===== src/rtl/keypad_matrix_scanner.sv =====
// Keypad matrix scanner: strobes active-low columns, debounces whole-matrix
// scans and reports single key presses over a valid/ack handshake.
module keypad_matrix_scanner #(
  parameter int COLS           = 4,
  parameter int ROWS           = 4,
  parameter int SCAN_DIV       = 50000,
  parameter int DEBOUNCE_SCANS = 3,
  parameter int CODE_W         = $clog2(ROWS*COLS)
) (
  input  logic              clock,
  input  logic              rst,
  output logic [COLS-1:0]   col_drive,
  input  logic [ROWS-1:0]   row_in,
  output logic [CODE_W-1:0] key_code,
  output logic              key_valid,
  input  logic              key_ack,
  output logic              key_down
);
  localparam int DIV_W = (SCAN_DIV > 1) ? $clog2(SCAN_DIV) : 1;
  localparam int COL_W = (COLS > 1) ? $clog2(COLS) : 1;
  localparam int CNT_W = $clog2(DEBOUNCE_SCANS + 1);
  localparam int KEYS  = ROWS*COLS;

  localparam logic [1:0] RES_NONE   = 2'd0;
  localparam logic [1:0] RES_SINGLE = 2'd1;
  localparam logic [1:0] RES_MULTI  = 2'd2;

  localparam logic [1:0] ST_IDLE    = 2'd0;
  localparam logic [1:0] ST_REPORT  = 2'd1;
  localparam logic [1:0] ST_HELD    = 2'd2;

  function automatic logic [CNT_W-1:0] sat_inc(input logic [CNT_W-1:0] v);
    logic [CNT_W-1:0] r;
    if (v >= CNT_W'(DEBOUNCE_SCANS)) r = v;
    else                             r = v + CNT_W'(1);
    return r;
  endfunction

  // Bit index r*COLS+c of the image is already the key code of that switch.
  function automatic logic [CODE_W+1:0] classify(input logic [KEYS-1:0] img);
    logic [1:0]        n;
    logic [CODE_W-1:0] code;
    logic [1:0]        kind;
    n    = 2'd0;
    code = '0;
    for (int i = 0; i < KEYS; i++) begin
      if (img[i]) begin
        if (n != 2'd2) n = n + 2'd1;
        code = CODE_W'(i);
      end
    end
    if (n == 2'd0)      kind = RES_NONE;
    else if (n == 2'd1) kind = RES_SINGLE;
    else                kind = RES_MULTI;
    return {kind, code};
  endfunction

  logic [ROWS-1:0]   row_sync_p0, row_sync_p1;
  logic [DIV_W-1:0]  dwell_cnt;
  logic [COL_W-1:0]  col_idx;
  logic [ROWS-1:0]   scan_img [COLS];
  logic              capture, eval;
  logic [KEYS-1:0]   img_now;
  logic [1:0]        res_kind;
  logic [CODE_W-1:0] res_code;
  logic [1:0]        cand_kind;
  logic [CODE_W-1:0] cand_code;
  logic [CNT_W-1:0]  match_cnt, match_nxt;
  logic              res_same, stab_load;
  logic [1:0]        stable_kind;
  logic [CODE_W-1:0] stable_code;
  logic              vld_p1;
  logic [1:0]        state;

  assign capture   = (dwell_cnt == DIV_W'(SCAN_DIV - 1));
  assign eval      = capture && (col_idx == COL_W'(COLS - 1));
  assign col_drive = ~(COLS'(1) << col_idx);

  // The last column is classified straight from the synchronizer so the
  // result is ready on the same edge that would capture it.
  always_comb begin
    img_now = '0;
    for (int c = 0; c < COLS; c++) begin
      for (int r = 0; r < ROWS; r++) begin
        if (c == COLS - 1) img_now[r*COLS+c] = ~row_sync_p1[r];
        else               img_now[r*COLS+c] = scan_img[c][r];
      end
    end
  end

  assign {res_kind, res_code} = classify(img_now);
  assign res_same  = (res_kind == cand_kind) &&
                     ((res_kind != RES_SINGLE) || (res_code == cand_code));
  assign match_nxt = res_same ? sat_inc(match_cnt) : CNT_W'(1);
  assign stab_load = eval && (match_nxt == CNT_W'(DEBOUNCE_SCANS));

  always_ff @(posedge clock or posedge rst) begin
    if (rst) begin
      row_sync_p0 <= '1;
      row_sync_p1 <= '1;
      dwell_cnt   <= '0;
      col_idx     <= '0;
      cand_kind   <= RES_NONE;
      match_cnt   <= '0;
      stable_kind <= RES_NONE;
      key_down    <= 1'b0;
      vld_p1      <= 1'b0;
      state       <= ST_IDLE;
      key_valid   <= 1'b0;
      key_code    <= '0;
    end else begin
      // p0 -> p1: metastability guard on the asynchronous row returns
      row_sync_p0 <= row_in;
      row_sync_p1 <= row_sync_p0;

      if (capture) begin
        dwell_cnt <= '0;
        col_idx   <= (col_idx == COL_W'(COLS - 1)) ? '0 : col_idx + COL_W'(1);
      end else begin
        dwell_cnt <= dwell_cnt + DIV_W'(1);
      end

      // p1: debounced result registered, FSM consumes it one cycle later
      vld_p1 <= eval;
      if (eval) begin
        cand_kind <= res_kind;
        match_cnt <= match_nxt;
      end
      if (stab_load) begin
        stable_kind <= res_kind;
        key_down    <= (res_kind != RES_NONE);
      end

      case (state)
        ST_IDLE: begin
          if (vld_p1 && stable_kind == RES_SINGLE) begin
            key_code  <= stable_code;
            key_valid <= 1'b1;
            state     <= ST_REPORT;
          end else if (vld_p1 && stable_kind == RES_MULTI) begin
            state <= ST_HELD;
          end
        end
        ST_REPORT: begin
          if (key_valid && key_ack) begin
            key_valid <= 1'b0;
            state     <= ST_HELD;
          end
        end
        ST_HELD: begin
          if (vld_p1 && stable_kind == RES_NONE) state <= ST_IDLE;
        end
        default: state <= ST_IDLE;
      endcase
    end
  end

  always_ff @(posedge clock) begin
    if (capture) scan_img[col_idx] <= ~row_sync_p1;
    if (eval) cand_code <= res_code;
    if (stab_load) stable_code <= res_code;
  end

endmodule

===== config.mk =====
export PLATFORM = sky130hd
export DESIGN_NAME = keypad_matrix_scanner
export DESIGN_NICKNAME = d
export VERILOG_FILES = /design/src/rtl/keypad_matrix_scanner.sv
export SDC_FILE = /design/constraint.sdc
export NUM_CORES = 1
export LEC_CHECK = 0
export ABC_AREA = 1
export CAP_MARGIN = 10
export CORE_ASPECT_RATIO = 2
export CORE_MARGIN = 2
export CORE_UTILIZATION = 65
export CTS_BUF_LIST = sky130_fd_sc_hd__clkbuf_2
export DETAILED_ROUTE_END_ITERATION = 7
export PLACE_DENSITY_LB_ADDON = 0.08
export SLEW_MARGIN = 10
export SYNTH_ARGS = -nofsm -noshare
export SYNTH_HDL_FRONTEND = slang
export SYNTH_SLANG_ARGS = --single-unit

===== constraint.sdc =====
create_clock -name clock -period 15.65 [get_ports clock]
set_input_delay 3.13 -clock clock [delete_from_list [all_inputs] [get_ports clock]]
set_output_delay 3.13 -clock clock [all_outputs]
set_load 0.01 [all_outputs]

; ---- Yosys cells after proc, flatten, opt, wreduce, memory -nomap -nowiden
; Memories as Yosys holds them, arrays and structs flattened.
; Index checks and enable logic that the tools add are counted.
[word_totals]
register_bits = 49
mem_bits_rw = 16
out_inout_bits = 10
mem_count = 1
[mem_list]
columns = memory, words, word_bits, rd, rd_clocked_by_memory_dff, wr, line
row1 = scan_img, 4, 4, 3, 0, 1, 61  ; logic [ROWS-1:0] scan_img [COLS];
[classes]
add_sub_neg = 18
magnitude_cmp = 1
n_eq_ne = 30
shift = 1
n_mux = 62
bitwise = 2
reduce_logical = 16
[ops]
columns = op, count
row1 = two-way mux 2 bit, 39
row2 = two-way mux 4 bit, 14
row3 = "!= test 2 bit, second input constant", 18
row4 = "adder 2 x 1 -> 2 bit, second input constant", 17
row5 = "adder 16 x 1 -> 16 bit, second input constant", 1
row6 = "== test 16 bit, second input constant", 1
row7 = two-way mux 16 bit, 1
row8 = "== test 2 bit, second input constant", 4
row9 = NOT 4 bit, 2
row10 = logical AND 1 bit, 7
row11 = "== test 2 x 1 -> 1 bit, second input constant", 3
row12 = logical NOT 2 bit, 3
row13 = two-way mux 1 bit, 6
row14 = case mux 2 bit (3 select lines), 1
row15 = AND reduction 3 bit, 2
row16 = == test 4 bit, 1
row17 = nonzero test 2 bit, 2
row18 = "<< shifter 1 x 2 -> 4 bit, first input constant", 1
row19 = "!= test 3 bit, second input constant", 1
row20 = == test 2 bit, 1
row21 = "greater-or-equal comparator 2 bit, second input constant", 1
row22 = "!= test 2 x 1 -> 1 bit, second input constant", 1
row23 = case mux 1 bit (2 select lines), 1
row24 = AND reduction 2 bit, 1
row25 = logical OR 1 bit, 1

; ---- Depth between registers and ports, before layout
; Gate-level depths: netlist of run 1.
; An unclocked memory read counts as a cell.
[logic_depth]
word_depth = 56
depth_mapped = 49
mapped_depth_nobuf = 49

; ---- Least setup slack after synthesis of run 1
; Ideal clock, no wire load.
[synth_timing]
path_type = flip-flop to flip-flop
from = mem scan_img[1][0]
to = reg stable_code[0], enable pin
arrival_time_ps = 4680
t_required_ps = 15405
setup_slack_ps = 10725
stages_incl_launch_ff = 45
path_buffers = 0
synth_period_minus_slack_ps = 4925
cell_sequence = edfxtp_1 > inv_1 > ha_1 > nand2_4 > nand2_4 > nand2_4 > nand2_1 > nor2_1 > nor2_1 > nand2_1 > nand2_2 > or2_1 > nand3_1 > nand2_1 > nand2_2 > nand3_1 > nand2_2 > nand2_2 > [9 not listed] > nand2_2 > o21ai_1 > nand2_1 > nand2_1 > nand2_1 > inv_1 > nand2_1 > nand3_1 > nand2_1 > ha_1 > or2_2 > nand2_1 > ha_1 > or2_2 > nand2_1 > nand3_1 > nand3_4 > nor2_4
[synth_rtl]
columns = item, line
row1 = start: declaration, 61
row2 = end signal: assignment, 161  ; if (stab_load) stable_code <= res_code;
row3 = end: declaration, 71  ; logic [CODE_W-1:0] stable_code;

==> results.md, run 1 <==
- Critical Path Most Common Cell: nand2_1
- Die footprint: 6870 sq um
- Clock skew: 0.0114 ns
- Fraction of registers with async set/reset: 67.2%
- Row cnt: 40
- Adder-cell share of the synthesized area: 3.42%
- Core ar.: 6010 sq um
- Pre-CTS setup slack: 10.08 ns
- Post-CTS Setup Bufs: 0
- Worst Setup Start Kind: flip-flop
- Max_slew headroom: 49.7%
- Sum Neg Setup Slack: 0 ns
- Starting DRC count in detailed routing: 182
- Clk sinks: 61
- Main combinational cell family by area after synthesis: simple AND/OR/NAND/NOR gates
- Clk_lat worst skew: 0.49 ns
- Unrepaired setup endpoints after global routing: no
- GRT Util Overall: 26.7%
- Fmax: 177 MHz
- Metal2 WL: 4740 um
- Total grt overflow: 0
- Static Leak: 2.13 nW
- CTS tree: built
- VDD IR-drop max: 74.1 uV
- Mapped Area: 4020 sq um
- Syn-to-layout area delta: 7.16%
- Post-synthesis compound-gate area fraction: 7.41%
- Post-DR wirelength/cell: 12.7 um
- Sequential cell area fraction in the yosys report: 40.7%
- Port bufs: 16
- FILL cells: 511
- Yosys top cell area share: 20.5%
- Multi-input logic area: 2040 sq um
- Cell type contributing the most total cell area after synthesis: dfrtp_1
- #FFs+latches synth: 61
- Die outline width: 59.6 um
- Final Hold Viols: 0
- Clock buffer depth: 2
- Simple-gate share of the synthesized area: 38.5%
- CP Max Fanout: 5
- XOR/XNOR Fraction of Synth Area: 1.31%
- Worst Hold Class: reg2reg
- Vias per cell: 5.50
- Post-route worst setup slack: 9.99 ns
- First-pass GRT wire length: 14,000 um
- Design area: 4310 sq um
- Number of global-route vias before repair: 3,553
- Top cells by area, synth: dfrtp_1 (21%), edfxtp_1 (15%), nand2_1 (14%)
- Antenna Cells: 0
- Share of layout cells above drive strength 1: 13.7%
- Outcome: completed
- Post-synthesis average cell area: 7.30 sq um
- Yosys cell types: 40
- Hold_ws: 0.368 ns
- Pre-antenna DRT Iters: 4
- Final setup fails: 0
- Routed WL: 8140 um
- M1 wire length: 3050 um
- Nature of the critical path endpoint: flip-flop
- Fin. max-slew vios: 0
- # resized after CTS: 0
- Placed Area: 4230 sq um
- Root Buffer: clkbuf_2
- Routed wire length on met3: 136 um
- Crit-path slowest cell: edfxtp_1
- Yosys warning count: 0
- Sequential Area: 1640 sq um
- Cts hold-fix bufs: 0
- Total via count in the routed design: 3,523
- Total CTS buffers: 9
- Drt drc: 0
- WP data required: 16.05 ns
- Kind of critical path: reg2reg
- Floorplan die height: 115 um
- Multiplexer area fraction after synthesis: 0%
- Max incr delay on CP: 0.45 ns
- Initial core utilization: 66.9%
- Initial antenna violation count: 0
- Final HPWL DP: 6380 um
- Syn Nets: 569
- PwrDens: 76.3 nW/um^2
- EDFF count, synth: 20
- Final Net Count: 590
- H-tree levels: 3
- Ys flop type: dfrtp_1
- Io pins: 17
- GP Congestion: 0.933
- Cell count after synthesis: 551
- Uppermost layer routed: met4
- Worst-Margin Slew: 0.752 ns
- Max Cap Violations: 0
- Largest net degree at the start of global routing: 42
- Reg clk slew, reported paths: 0.15 ns
- Period Utilization, post-route: 36.1%
- Crit path DAT: 6.05 ns
- Detail Route Antenna Nets: 0
- Final min period: 5.66 ns
-- cells in the final DEF (no fill, tap or decap), drive strengths merged --
| master | synthesis | routed |
|---|---|---|
| buf | 5 | 1 |
| o21ai | 24 | 24 |
| clkdlybuf4s50 | 0 | 16 |
| o311ai | 1 | 1 |
| nand4 | 10 | 10 |
| o22a | 1 | 1 |
| inv | 78 | 78 |
| nor3 | 6 | 6 |
| nor4 | 4 | 4 |
| xnor2 | 1 | 1 |
| a21boi | 1 | 1 |
| o31ai | 1 | 1 |
| a31oi | 1 | 1 |
| nand2 | 172 | 172 |
| a21oi | 20 | 20 |
| clkinv | 4 | 9 |
| clkinvlp | 0 | 1 |
| clkbuf | 2 | 10 |
| a311oi | 1 | 1 |
| a22oi | 1 | 1 |
| dfrtp | 33 | 33 |
| nor2 | 63 | 63 |
| xor2 | 5 | 5 |
| edfxtp | 20 | 20 |
| ha | 11 | 11 |
| or2 | 3 | 3 |
| dfstp | 8 | 8 |
| nand3 | 75 | 75 |
-- Yosys cell counts (3+ instances only) --
master,number
nand3_1,67
nand3_2,7
xor2_1,5
inv_1,71
edfxtp_1,20
inv_2,7
nor2_1,54
nor4_1,4
o21ai_1,8
nand2_4,3
nand2_1,146
a21oi_1,18
clkinv_1,4
nand2_2,23
o21ai_0,14
buf_2,3
dfstp_2,8
nor3_1,6
nor2_2,8
dfrtp_1,33
ha_1,11
nand4_1,10
-- sequential cells by signal, indices dropped and copies added, names as in the netlist --
register,flops
col_idx,2
dwell_cnt,16
row_sync_p0,4
row_sync_p1,4
stable_code,4
cand_code,4
scan_img,12
match_cnt,2
key_valid,1
stable_kind,2
state,2
cand_kind,2
key_code,4
key_down,1
vld_p1,1
-- cell families after synthesis --
family / count (synthesis)
DFF: 61
buffers and inverters: 89
and+or+nand+nor: 333
adders and majority gates: 11
xor gates and xnor gates: 6
AOI/OAI and AO/OA: 51
-- metrics by stage --
step | power (mW) | utilization (%) | instances
after detailed placement | 0.256 | 70.4 | 624
after global placement | 0.254 | 70.4 | 624
after CTS | 0.331 | 71.7 | 640
after floorplan | 0.232 | - | 551
final | 0.329 | 71.7 | 640
after global routing | 0.348 | 71.7 | 640
-- per-layer routing --
layer / track usage [%] / vias to the layer above
met5: 0 / -
met4: 13.3 / 0
met3: 3.71 / 17
met2: 51.0 / 42
met1: 26.4 / 1636
li1: - / 1828
-- report_power, final --
part | switching, mW | internal [mW] | total [mW]
Clock | 0.0552 | 0.0196 | 0.0749
Sequential | 0.00664 | 0.175 | 0.182
Combinational | 0.0434 | 0.0287 | 0.0720
Total | 0.105 | 0.223 | 0.329
-- worst max-delay path, delay by kind of cell, from the launching register on --
kind,cells,cell delay (ns)
AO/OA/AOI/OAI,1,0.22
adder cells (fa/ha/maj),3,0.80
buffers and inverters,3,0.26
flip-flops,1,0.45
AND/OR/NAND/NOR,38,3.83
-- final timing paths --
path	start	slack, ns	to	cells after the start
min in group asynchronous	rst	3.06	vld_p1	3
max in group asynchronous	rst	12.22	row_sync_p0[0]	3
max	scan_img[1][0]	9.99	key_down	45
max reg2reg	scan_img[1][0]	9.99	key_down	45
min	row_sync_p0[0]	0.37	row_sync_p1[0]	0
min reg2reg	row_sync_p0[0]	0.37	row_sync_p1[0]	0
-- cell type report --
type	instances	share of cell area [%]
Inverter	82	7.14
Multi-Input combinational cell	401	47.3
Sequential cell	61	38.0
Clock inverter	6	0.697
Tap cell	63	1.83
Clock buffer	10	1.16
Timing Repair Buffer	17	3.89
Power figures use the tool's default switching activity.
==> run 2, diff against run 1 <==
CORE_UTILIZATION = 57   (was 65)
clock period = 4.7 ns   (was 15.65 ns; I/O delays follow)
==> results.md, run 2 (synthesis gave the netlist of run 1 again) <==
- PwrDens: 221 nW/um^2 (was 76.3 nW/um^2)
- Final Hold Viols: 0 (unchanged)
- Max incr delay on CP: 0.45 ns (about the same)
- Total via count in the routed design: 3,908 (was 3,523)
- Drt drc: 0 (unchanged)
- Pre-antenna DRT Iters: 4 (unchanged)
- Initial core utilization: 58.4% (was 66.9%)
- Crit path DAT: 5.93 ns (was 6.05 ns)
- First-pass GRT wire length: 16,200 um (was 14,000 um)
- CTS tree: built (unchanged)
- Sum Neg Setup Slack: -8.02 ns (was 0 ns)
- Clock skew: 0.0248 ns (was 0.0114 ns)
- Worst Setup Start Kind: flip-flop (unchanged)
- Antenna Cells: 0 (unchanged)
- Largest net degree at the start of global routing: 42 (unchanged)
- Worst Hold Class: reg2reg (unchanged)
- VDD IR-drop max: 248 uV (was 74.1 uV)
- Period Utilization, post-route: 118% (was 36.1%)
- H-tree levels: 3 (unchanged)
- Detail Route Antenna Nets: 0 (unchanged)
- Die outline width: 63.4 um (was 59.6 um)
- Final setup fails: 11 (was 0)
- Nature of the critical path endpoint: flip-flop (unchanged)
- Syn-to-layout area delta: 33.0% (was 7.16%)
- Max_slew headroom: 57.2% (was 49.7%)
- Multi-input logic area: 2740 sq um (was 2040 sq um)
- WP data required: 5.10 ns (was 16.05 ns)
- Post-route worst setup slack: -0.827 ns (was 9.99 ns)
- Port bufs: 16 (unchanged)
- Vias per cell: 5.55 (was 5.50)
- Fin. max-slew vios: 0 (unchanged)
- Final HPWL DP: 7020 um (was 6380 um)
- Non-filler cells, final: 704 (was 640)
- Commonest non-fill, non-tap cell in the layout: nand2_1 (unchanged)
- Placed instance count: 672 (was 624)
- Max reg flops: 16 (unchanged)
- CP Max Fanout: 4 (was 5)
- Static Leak: 2.48 nW (was 2.13 nW)
- Clk sinks: 61 (unchanged)
- Worst-Margin Slew: 0.637 ns (was 0.752 ns)
- Final min period: 5.53 ns (was 5.66 ns)
- Reg clk slew, reported paths: 0.15 ns (about the same)
- Post-DR wirelength/cell: 14.9 um (was 12.7 um)
- Placed Area: 4490 sq um (was 4230 sq um)
- Reg with most FFs: dwell_cnt (unchanged)
- Unrepaired setup endpoints after global routing: yes (was no)
- Total CTS buffers: 9 (unchanged)
- Number of global-route vias before repair: 3,931 (was 3,553)
- Clock buffer depth: 2 (unchanged)
- Design area: 5350 sq um (was 4310 sq um)
- GRT Util Overall: 26.3% (was 26.7%)
- Root Buffer: clkbuf_2 (unchanged)
- Crit-path slowest cell: edfxtp_1 (unchanged)
- Final Util: 77.7% (was 71.7%)
- Routed WL: 10,500 um (was 8140 um)
- GP Congestion: 0.925 (was 0.933)
- Critical Path Most Common Cell: nand2_2 (was nand2_1)
- Row cnt: 43 (was 40)
- Failing checks: setup timing
- Most frequent cells in the layout: nand2_1 (90), nand2_2 (62), inv_1 (60), nor2_1 (39), nand3_2 (35) (was nand2_1 (146), inv_1 (71), nand3_1 (67), nor2_1 (54), dfrtp_1 (33))
- Kind of critical path: reg2reg (unchanged)
- Initial antenna violation count: 0 (unchanged)
- Pre-CTS setup slack: -0.779 ns (was 10.08 ns)
- Max Cap Violations: 0 (unchanged)
- Die footprint: 7780 sq um (was 6870 sq um)
- Starting DRC count in detailed routing: 250 (was 182)
- Outcome: finished with violations (was completed)
- Share of layout cells above drive strength 1: 40.7% (was 13.7%)
- FILL cells: 516 (was 511)
- Fmax: 181 MHz (was 177 MHz)
- Io pins: 17 (unchanged)
- Core ar.: 6890 sq um (was 6010 sq um)
- Floorplan die height: 123 um (was 115 um)
- Clk_lat worst skew: 0.50 ns (was 0.49 ns)
- Total grt overflow: 0 (unchanged)
- Final Net Count: 627 (was 590)
- Top Registers: dwell_cnt: 16 flops, scan_img: 12 flops (unchanged)
- Sequential Area: 1640 sq um (unchanged)
[run 2: report_power, final]
part,switching (mW),total [mW],internal [mW]
clock,0.174,0.245,0.0706
sequential,0.0243,0.607,0.583
combinational,0.189,0.331,0.142
[run 2: final cells by class]
cell class	instances	share of cell area, %
clock inverter	4	0.304
sequential	61	30.6
timing repair buffer	54	8.77
tap	90	2.11
multi-input combinational	401	51.3
clock buffer	12	1.12
inverter	82	5.80
[run 2: layer usage]
| layer | part of all wire (%) | GRT usage (%) |
|---|---|---|
| met1 | 35 | 24.5 |
| met2 | 59 | 51.9 |
| met3 | 2.5 | 3.67 |
| met4 | 3.9 | 16.0 |
| met5 | 0 | 0 |
[run 2: final timing paths]
kind	from	endpoint	slack, ns	cells after the start
max reg2reg	scan_img[0][0]	key_down	-0.83	44
min in group asynchronous	rst	dwell_cnt[4]	0.87	3
min reg2reg	row_sync_p0[2]	row_sync_p1[2]	0.37	0
max	scan_img[0][0]	key_down	-0.83	44
max in group asynchronous	rst	row_sync_p0[1]	3.46	3
min	row_sync_p0[2]	row_sync_p1[2]	0.37	0
[run 2: timing repair]
| item | in CTS | in global routing |
|---|---|---|
| gates resized for setup | 65 | 102 |
| hold buffers | 0 | 0 |
| buffers inserted | 7 | 9 |
| setup endpoints to repair | 11 | 11 |
| pin swaps | 58 | 82 |
[run 2: worst max-delay path, delay by kind of cell (launching register included)]
kind | cells | cell delay, ns
fa+ha+maj | 3 | 0.67
buf+inv | 2 | 0.27
compound gates | 2 | 0.37
flops | 1 | 0.45
simple gates | 37 | 3.69
[run 2: stage by stage]
| stage | power (mW) | hold WS (ns) |
|---|---|---|
| final | 1.18 | 0.367 |
| after global routing | 1.25 | 0.373 |
| after global placement | 0.868 | 0.346 |
| after detailed placement | 0.879 | 0.347 |
| after floorplan | 0.775 | 0.345 |
| after CTS | 1.15 | 0.368 |
==> run 3, diff against run 2 <==
CORE_MARGIN = not set   (was 2)
==> results.md, run 3 (synthesis gave the netlist of run 1 again) <==
- Row cnt: 43 (unchanged)
- Vias per cell: 5.66 (was 5.55)
- Number of global-route vias before repair: 3,943 (was 3,931)
- Total via count in the routed design: 4,050 (was 3,908)
- Max Cap Violations: 0 (unchanged)
- Io pins: 17 (unchanged)
- H-tree levels: 3 (unchanged)
- Period Utilization, post-route: 123% (was 118%)
- Final setup fails: 11 (unchanged)
- Final Util: 78.3% (was 77.7%)
- Routed WL: 11,800 um (was 10,500 um)
- Post-DR wirelength/cell: 16.4 um (was 14.9 um)
- Syn-to-layout area delta: 34.2% (was 33.0%)
- Drt drc: 1 (was 0)
- Total grt overflow: 0 (unchanged)
- Final Hold Viols: 0 (unchanged)
- Detail Route Antenna Nets: 0 (unchanged)
- Post-layout power: 1.32 mW (was 1.18 mW)
- First-pass GRT wire length: 15,900 um (was 16,200 um)
- Placed Area: 4490 sq um (about the same)
- Reg clk slew, reported paths: 0.17 ns (was 0.15 ns)
- Final min period: 5.77 ns (was 5.53 ns)
- Fin. max-slew vios: 0 (unchanged)
- Most frequent cells in the layout: nand2_1 (101), inv_1 (62), nand2_2 (53), buf_4 (45), nor2_1 (41) (was nand2_1 (90), nand2_2 (62), inv_1 (60), nor2_1 (39), nand3_2 (35))
- Die outline width: 61.4 um (was 63.4 um)
- Clock buffer depth: 2 (unchanged)
- Fmax: 173 MHz (was 181 MHz)
- Clk sinks: 61 (unchanged)
- Failing checks: DRC, setup timing (was setup timing)
- Max_slew headroom: 45.7% (was 57.2%)
- Max reg flops: 16 (unchanged)
- Initial antenna violation count: 0 (unchanged)
- Final Net Count: 639 (was 627)
- Sw Ratio: 31.0% (was 32.8%)
- Floorplan die height: 121 um (was 123 um)
- Largest net degree at the start of global routing: 42 (unchanged)
- WP data required: 5.08 ns (was 5.10 ns)
- Int Power: 911 uW (was 795 uW)
- Share of layout cells above drive strength 1: 38.5% (was 40.7%)
- Commonest non-fill, non-tap cell in the layout: nand2_1 (unchanged)
- Antenna Cells: 0 (unchanged)
- Outcome: finished with violations (unchanged)
- Max incr delay on CP: 0.47 ns (was 0.45 ns)
- Nature of the critical path endpoint: flip-flop (unchanged)
- Reg with most FFs: dwell_cnt (unchanged)
- Core ar.: 6890 sq um (unchanged)
- Pre-antenna DRT Iters: 8 (was 4)
- GRT Util Overall: 28.8% (was 26.3%)
- Crit-path slowest cell: edfxtp_1 (unchanged)
- CTS tree: built (unchanged)
- Worst-Margin Slew: 0.807 ns (was 0.637 ns)
- Initial core utilization: 58.4% (unchanged)
- Total CTS buffers: 9 (unchanged)
- GP Congestion: 0.901 (was 0.925)
- Clock network power share: 27.2% (was 20.7%)
- Die footprint: 7410 sq um (was 7780 sq um)
- Root Buffer: clkbuf_2 (unchanged)
- CP Max Fanout: 4 (unchanged)
- Hold_ws: 0.351 ns (was 0.367 ns)
- Starting DRC count in detailed routing: 266 (was 250)
- Port bufs: 16 (unchanged)
- Crit path DAT: 6.15 ns (was 5.93 ns)
- VDD IR-drop max: 246 uV (was 248 uV)
- Design area: 5390 sq um (was 5350 sq um)
- Worst Hold Class: reg2reg (unchanged)
- Final HPWL DP: 6780 um (was 7020 um)
- Static Leak: 2.52 nW (was 2.48 nW)
- Net Sw Power: 410 uW (was 388 uW)
- FILL cells: 499 (was 516)
- Flop pwr share: 46.0% (was 51.3%)
- Clk_lat worst skew: 0.50 ns (about the same)
- PwrDens: 245 nW/um^2 (was 221 nW/um^2)
- Comb power frac: 26.9% (was 28.0%)
- Post-route worst setup slack: -1.07 ns (was -0.827 ns)
- Unrepaired setup endpoints after global routing: yes (unchanged)
- Kind of critical path: reg2reg (unchanged)
- Top Registers: dwell_cnt: 16 flops, scan_img: 12 flops (unchanged)
- Worst Setup Start Kind: flip-flop (unchanged)
- Clock skew: 0.0257 ns (was 0.0248 ns)
==> run 3: power by group through the flow <==
stage	sequential [mW]	clock, mW	combinational, mW
5_1_grt	0.610	0.389	0.385
3_5_place_dp	0.614	0	0.258
6_report	0.607	0.359	0.355
3_3_place_gp	0.614	0	0.254
4_1_cts	0.605	0.365	0.297
2_1_floorplan	0.620	0	0.155
==> run 3: final cells by class <==
type | count | area [sq um] | share of cell area (%)
sequential | 61 | 1640 | 30.3
inverter | 82 | 312 | 5.78
tap | 90 | 113 | 2.09
clock inverter | 6 | 77.6 | 1.44
clock buffer | 10 | 50.0 | 0.928
multi-input combinational | 401 | 2650 | 49.2
timing repair buffer | 66 | 554 | 10.3
==> run 3: critical path: cells and delay by family (launching register included) <==
| kind | cells | cell delay [ns] |
|---|---|---|
| flip-flops | 1 | 0.47 |
| AO/OA/AOI/OAI | 3 | 0.78 |
| adder cells (fa/ha/maj) | 2 | 0.51 |
| AND/OR/NAND/NOR | 32 | 3.36 |
| buffers and inverters | 5 | 0.58 |
==> run 3: final timing paths <==
path	from	to	slack (ns)	depth (start not counted)
setup / recovery	scan_img[0][0]	key_down	-1.07	42
hold / removal	row_sync_p0[3]	row_sync_p1[3]	0.35	0
setup reg to reg	scan_img[0][0]	key_down	-1.07	42
hold reg to reg	row_sync_p0[3]	row_sync_p1[3]	0.35	0
max in group asynchronous	rst	row_sync_p0[3]	3.45	3
min in group asynchronous	rst	dwell_cnt[3]	0.84	3
==> run 3: per-stage QoR <==
| step | std cells | setup TNS (ns) | setup slack (ns) |
|---|---|---|---|
| after floorplan | 551 | -0.615 | -0.132 |
| after global placement | 673 | -5.10 | -0.583 |
| after detailed placement | 673 | -6.51 | -0.698 |
| after CTS | 710 | -6.01 | -0.609 |
| after global routing | 716 | -14.71 | -1.42 |
| final | 716 | -10.71 | -1.07 |
==> run 3: routing by layer <==
metal  vias up  track usage, %  routed length (um)
li1       1914               -                   -
met1      1910            27.7                4010
met2       154            50.9                6550
met3        72            5.99                 473
met4         0            20.0                 736
met5         -               0                   0
==> run 3: repair_timing <==
action                                  4_1_cts  5_1_grt
setup buffers                                21        8
endpoints found under the setup margin       11       11
endpoints found under the hold margin         0        0
hold buffers                                  0        0
pin swaps                                    46       59
gates resized for setup                      43      100
